$ cat src/rtl/cam_axis_packer.sv
// cam_axis_packer: packs PPC camera pixels per AXI4-Stream beat through a beat FIFO.
// Ports:
//   pclk, resetn              clock, asynchronous active-low reset
//   FV, LV, D_IN              parallel camera bus (pixel valid when FV&LV)
//   m_axis_tdata/tvalid/tready/tuser/tlast
//                             packed beat stream, pixel 0 in LSBs, tuser on the
//                             first beat of a frame, tlast on the last beat of a line
//   overflow                  sticky, a beat was dropped on a full FIFO
//   frame_cnt                 completed frames, wrapping
// Optional (CAM_AXIS_LINE_CHECK_EN): parameter LINE_PIX, outputs line_err, line_cnt.
module cam_axis_packer #(
    parameter int PIX_W      = 16,
    parameter int PPC        = 2,
    parameter int FIFO_DEPTH = 8,
    parameter int CNT_W      = 16
`ifdef CAM_AXIS_LINE_CHECK_EN
    ,
    parameter int LINE_PIX   = 640
`endif
) (
    input  logic                 pclk,
    input  logic                 resetn,
    input  logic                 FV,
    input  logic                 LV,
    input  logic [PIX_W-1:0]     D_IN,
    output logic [PIX_W*PPC-1:0] m_axis_tdata,
    output logic                 m_axis_tvalid,
    input  logic                 m_axis_tready,
    output logic                 m_axis_tuser,
    output logic                 m_axis_tlast,
    output logic                 overflow,
    output logic [CNT_W-1:0]     frame_cnt
`ifdef CAM_AXIS_LINE_CHECK_EN
    ,
    output logic                 line_err,
    output logic [15:0]          line_cnt
`endif
);
    localparam int DW = PIX_W * PPC;
    localparam int AW = $clog2(FIFO_DEPTH);
    localparam int IW = (PPC > 1) ? $clog2(PPC) : 1;

    typedef enum logic [1:0] {IDLE, WAIT_FV, FRAME} state_t;

    state_t                     state;
    logic [PPC-1:0][PIX_W-1:0]  pack_reg, pack_nxt;
    logic [IW-1:0]              pack_idx;
    logic [DW-1:0]              hold_reg, wr_data;
    logic                       hold_valid, flush_pend, line_act, sof_pending;
    logic                       acc, line_end, wr_en, wr_last, push, pop, full, empty;
    logic [AW:0]                wr_ptr, rd_ptr;
    logic [DW+1:0]              mem [FIFO_DEPTH];

    assign acc      = state == FRAME && FV && LV;
    // line_act is last cycle's acc, so a line ends on the first cycle FV&LV drops
    assign line_end = line_act && !acc;

    // A held beat is only committed once the line is known to continue or end;
    // a partial beat at line end goes straight out if nothing is held, else it
    // is parked in the hold register and flushed on the following cycle.
    always_comb begin
        pack_nxt           = pack_reg;
        pack_nxt[pack_idx] = D_IN;
        wr_en   = flush_pend || (hold_valid && (acc || line_end)) || (line_end && pack_idx != '0);
        wr_data = hold_valid ? hold_reg : pack_reg;
        wr_last = flush_pend || (line_end && !(hold_valid && pack_idx != '0));
    end

    always_ff @(posedge pclk or negedge resetn) begin
        if (!resetn) begin
            state       <= IDLE;
            pack_reg    <= '0;
            pack_idx    <= '0;
            hold_reg    <= '0;
            hold_valid  <= 1'b0;
            flush_pend  <= 1'b0;
            line_act    <= 1'b0;
            sof_pending <= 1'b0;
            frame_cnt   <= '0;
        end else begin
            line_act   <= acc;
            flush_pend <= 1'b0;
            if (wr_en) sof_pending <= 1'b0;
            if (flush_pend) hold_valid <= 1'b0;
            if (acc) begin
                hold_valid <= pack_idx == IW'(PPC - 1);
                if (pack_idx == IW'(PPC - 1)) begin
                    hold_reg <= pack_nxt;
                    pack_reg <= '0;
                    pack_idx <= '0;
                end else begin
                    pack_reg <= pack_nxt;
                    pack_idx <= pack_idx + 1'b1;
                end
            end
            if (line_end) begin
                pack_reg <= '0;
                pack_idx <= '0;
                if (hold_valid && pack_idx != '0) begin
                    hold_reg   <= pack_reg;
                    flush_pend <= 1'b1;
                end else begin
                    hold_valid <= 1'b0;
                end
            end
            case (state)
                IDLE:    if (!FV) state <= WAIT_FV;
                WAIT_FV: if (FV) begin
                    state       <= FRAME;
                    sof_pending <= 1'b1;
                end
                FRAME:   if (!FV) begin
                    state     <= WAIT_FV;
                    frame_cnt <= frame_cnt + 1'b1;
                end
                default: state <= IDLE;
            endcase
        end
    end

    assign empty         = wr_ptr == rd_ptr;
    assign full          = wr_ptr == {~rd_ptr[AW], rd_ptr[AW-1:0]};
    assign m_axis_tvalid = !empty;
    assign pop           = m_axis_tvalid && m_axis_tready;
    assign push          = wr_en && (!full || pop);
    assign {m_axis_tuser, m_axis_tlast, m_axis_tdata} = empty ? '0 : mem[rd_ptr[AW-1:0]];

    always_ff @(posedge pclk or negedge resetn) begin
        if (!resetn) begin
            wr_ptr   <= '0;
            rd_ptr   <= '0;
            overflow <= 1'b0;
        end else begin
            if (pop) rd_ptr <= rd_ptr + 1'b1;
            if (push) wr_ptr <= wr_ptr + 1'b1;
            if (wr_en && full && !pop) overflow <= 1'b1;
        end
    end

    always_ff @(posedge pclk) begin
        if (push) mem[wr_ptr[AW-1:0]] <= {sof_pending, wr_last, wr_data};
    end

`ifdef CAM_AXIS_LINE_CHECK_EN
    logic [15:0] pix_cnt;

    always_ff @(posedge pclk or negedge resetn) begin
        if (!resetn) begin
            pix_cnt  <= '0;
            line_cnt <= '0;
            line_err <= 1'b0;
        end else begin
            if (acc) pix_cnt <= pix_cnt + 1'b1;
            if (line_end) begin
                pix_cnt  <= '0;
                line_cnt <= line_cnt + 1'b1;
                if (pix_cnt != 16'(LINE_PIX)) line_err <= 1'b1;
            end
            if (state == WAIT_FV && FV) line_cnt <= '0;
        end
    end
`endif
endmodule

$ cat config.mk
export PLATFORM = sky130hd
export DESIGN_NAME = cam_axis_packer
export DESIGN_NICKNAME = d
export VERILOG_FILES = /design/src/rtl/cam_axis_packer.sv
export SDC_FILE = /design/constraint.sdc
export NUM_CORES = 1
export LEC_CHECK = 0
export BUFFER_PORTS_ARGS = -buffer_cell sky130_fd_sc_hd__buf_2
export CORE_ASPECT_RATIO = 0.9
export CORE_UTILIZATION = 28
export CTS_CLUSTER_SIZE = 24
export DETAILED_ROUTE_END_ITERATION = 8
export PLACE_DENSITY = 0.42
export SKIP_CTS_REPAIR_TIMING = 1
export SYNTH_ARGS = -nofsm -noshare
export SYNTH_HDL_FRONTEND = slang
export SYNTH_SLANG_ARGS = --single-unit
$ cat constraint.sdc
create_clock -name pclk -period 2.55 [get_ports pclk]
set_input_delay 0.765 -clock pclk [delete_from_list [all_inputs] [get_ports pclk]]
set_output_delay 0.765 -clock pclk [all_outputs]
set_load 0.1 [all_outputs]
# Yosys cells after proc, flatten, opt, wreduce, memory -nomap -nowiden
# Memories as Yosys holds them, arrays and structs flattened.
# Index checks and enable logic that the tools add are counted.
# W data, S select, Z words.
# classes
n_addsub,4
order_cmp,2
eq_ne,6
n_mux,29
n_bitwise,2
reduce_logical,27
# ops
op,count
$mux W32,8
$mux W34,1
$bwmux W32,1
$add A16 B1 Y16 const B,1
$demux W16 S1,1
$mux W16,1
$mux W1,14
$logic_and A1 B1 Y1,12
$add A4 B1 Y4 const B,2
$eq A4 B4 Y1,2
$logic_not A1 Y1,5
$logic_or A1 B1 Y1,5
$mux W2,2
$ne A2 B2 Y1 const B,2
$pmux W2 S2,1
$reduce_and A2 Y1,2
$eq A2 B1 Y1 const B,1
$eq A2 B2 Y1 const B,1
$logic_not A2 Y1,1
$lt A1 B2 Y1 const B,1
$not A1 Y1,2
$reduce_bool A2 Y1,1
$reduce_or A2 Y1,1
$add A1 B1 Y1 const B,1
$ge A1 B1 Y1 const B,1
# totals
register_bits,96
ramBits,272
out_inout_bits,52
memories,1
# memory_table
memory,depth,width,read_ports,rd_clocked_by_memory_dff,wr,line_no,rtl
mem,8,34,1,0,1,52,logic [DW+1:0] mem [FIFO_DEPTH];

# Depth between registers and ports, before layout
# depth
depth_word,12
mapped_depth,6
ltp_nobuf,5

# Worst setup path before layout
# No wires, ideal clock.
# synth_timing
path_kind,register to output
from,reg rd_ptr[1]
to,out m_axis_tdata[10]
t_arrival_ns,2.458
required_ns,1.785
setup_slack_ns,-0.673
stages_incl_launch_ff,7
cell_sequence,dfrtp_1 > buf_2 > xnor2_1 > and4_1 > buf_2 > buf_1 > nor2_1
# synth_between
elab_chain_len,2
word_cells_on_any_way,3
cone_classes,eq/ne (1); mux (1); memory (1)
# synth_lines
element,line_no,rtl
start: declaration,51,"logic [AW:0] wr_ptr, rd_ptr;"
start signal: assignment,134,if (pop) rd_ptr <= rd_ptr + 1'b1;
$mem_v2 Z8 W34 / $eq A4 B4 Y1 (equally long branches),n/a,
$mux W34 (*),126,"assign {m_axis_tuser, m_axis_tlast, m_axis_tdata} = empty ? '0 : mem[rd_ptr[AW-1:0]];"
end: declaration,26,"output logic [PIX_W*PPC-1:0] m_axis_tdata,"
# Mark *: on every way between the ends. The rest lies on a longest branch, timed or not.

# Worst setup path after layout
# layout_timing
from,reg rd_ptr[0]
to,out m_axis_tdata[19]
# The elaborated chain is that of the path after synthesis.

==> reports/summary.txt <==
Outcome: finished, violations left
Failing checks: setup timing
Crit Path Class: reg -> out
Initial antenna violation count: 0
Storage cell area: 0.0106 mm2
Synth unique cells: 46
Yosys Warn Count: 0
DR pass1 iterations: 5
Port bufs: 72
Register area share after synthesis: 72.1%
Area of the multi-input gates: 0.00423 mm2
Largest area contributor in the netlist: edfxtp_1
CP startpoint kind: flip-flop
Cell Area, Synth: 0.0147 mm2
Initial DRC Count: 546
Die width: 243 um
Vias post-DR: 7677
Hold Slack: 0.189 ns
Share of the synthesized area in the top cell type: 55.7%
First-pass GRT wire length: 53600 um
Post-synth ARST share: 26.1%
Post-synthesis adder-cell area fraction: 0.256%
Peak supply drop: 1.40 mV
Largest net degree at the start of global routing: 40
Total routed wirelength: 36600 um
Clock tree from TritonCTS: yes
N_diodes: 0
Clock Latency Late Sink: 0.56 ns
# DRC: 0
DP Wirelength: 21500 um
Net Count, Synth: 806
Relative slew slack: 47.4%
Mux cell area share after synthesis: 17.8%
Post-synth EDFFs: 272
Primary FF master, synth: edfxtp_1
Io pins: 73
Num Clock Sinks: 368
Worst-path clk slew: 0.06 ns
NumNets Final: 983
Mapped Cells: 782
Compound-cell area share of the yosys netlist: 2.53%
Fin. max-slew vios: 0
Initial cell density of the core: 28.3%
Clock Tree Buf Depth: 3
Worst slew pin tran: 0.789 ns
Final Hold Viols: 0
# setup viols final: 35
Share of layout cells above drive strength 1: 42.3%
Worst Hold Class: in -> async
Grt ovf: 0
Cell Pwr Density: 1360 mW/mm2
Worst-path fanout max: 13
Max reg flops: 272
Synth Register Bits: 368
Period minus WS final: 3.20 ns
Final WS setup: -0.651 ns
Max-cap violations: 0
Leading cell type by number of instances after synthesis: edfxtp_1
Vias per inst: 4.58
Vias in the first global route: 7987
Fillers: 4822
Final GP Congestion: 0.689
Total power: 26.0 mW
Crit. End Element: primary output
Data arrival, critical path: 2.44 ns
XOR/XNOR share of the synthesized area: 1.43%
Die Area: 0.0532 mm2
H-tree Lvls: 2
Worst Path Required: 1.79 ns
Drt wl/cell: 21.8 um
Synth top cells by count: edfxtp_1 (272), dfrtp_1 (96), mux4_2 (68), nor2_1 (58)
Pre-CTS WS: -0.213 ns
Routed Antenna Nets: 0
Area growth syn-to-layout: 30.0%
Final worst path period share: 126%
Simple logic cell fraction of the synthesized area: 4.38%
Avg Cell Area, Syn: 18.7 um2
Synth area leaders: edfxtp_1 (56%), dfrtp_1 (16%), mux4_2 (10%), mux2_2 (3.8%), mux2i_1 (3.4%)
Root Buffer: clkbuf_16
RSZ-0062 raised after global routing: yes
Die Y: 219 um
Final setup skew: 0.0158 ns
Core Region: 0.0517 mm2
Leak pwr: 7.24 nW
Largest family of logic cells by synthesized area: multiplexers
Cell Rows: 79
CTS Buf Count: 41
Total GRT Usage: 13.7%
Max Clock Freq: 312 MHz
-- placed cells by master, fill, tap and decap left out, drive strengths merged, types with 11 or more instances in the layout --
cell type | synthesis | layout
a21oi | 19 | 19
a22o | 16 | 16
and2 | 16 | 16
buf | 22 | 171
clkbuf | 19 | 55
clkinv | 0 | 22
dfrtp | 96 | 96
edfxtp | 272 | 272
mux2 | 51 | 51
mux2i | 50 | 50
mux4 | 68 | 68
nand2 | 11 | 11
nor2 | 60 | 60
xnor2 | 17 | 17
-- report_power, final --
part	internal [mW]	switching [mW]	leakage [nW]
clock	3.06	2.33	0.588
combinational	5.37	7.64	2.88
sequential	7.24	0.349	3.77
-- per-layer routing --
layer	global-route usage, %	up-vias	wire length (um)
li1	-	3436	-
met1	20.3	4049	18000
met2	20.4	149	16400
met3	2.24	43	1560
met4	4.55	0	698
met5	0	-	0
-- area by class of cell --
cell class | count | share of cell area, %
inverters | 7 | 0.158
well taps | 688 | 4.52
multi-input cells | 366 | 22.2
clock inverters | 23 | 0.506
flip-flops and latches | 368 | 55.5
clock buffers | 51 | 5.81
repair buffers | 175 | 11.2
-- critical path, stage by stage, from the launching register on --
cell     delay, ns
dfrtp_4       0.53
buf_16        0.20
mux4_2        0.51
mux2i_1       0.21
buf_4         0.16
nor2_4        0.03
buf_4         0.22
-- final timing paths --
| check | from | end | slack (ns) | cells after the start |
|---|---|---|---|---|
| min in group pclk | rd_ptr[3] | rd_ptr[3] | 0.48 | 1 |
| max in group asynchronous | resetn | hold_reg[14] | 1.71 | 2 |
| worst min register to register | rd_ptr[3] | rd_ptr[3] | 0.48 | 1 |
| worst max-delay path | rd_ptr[0] | m_axis_tdata[19] | -0.65 | 6 |
| worst min-delay path | resetn | pack_reg[26] | 0.19 | 1 |
| worst max register to register | rd_ptr[0] | mem[7][14] | 0.20 | 6 |
-- logic make-up (layout without fill, tap and decap cells) --
family,count (synthesis),in the layout
xor gates and xnor gates,24,24
adders and majority gates,3,3
and+or+nand+nor,122,122
DFF,368,368
muxes,169,169
buffers and inverters,48,256
AOI/OAI and AO/OA,48,48
-- per-stage QoR --
step	setup TNS, ns	std cells	cell area (um2)	utilization [%]
floorplan	-2.52	782	14900	-
global placement	-3.34	1571	16800	32.5
detailed placement	-3.39	1571	16800	32.5
CTS	-24.88	1645	18000	34.8
global route	-23.43	1678	19000	36.8
finish	-20.10	1678	19000	36.8
(Power assumes the default switching activity.)
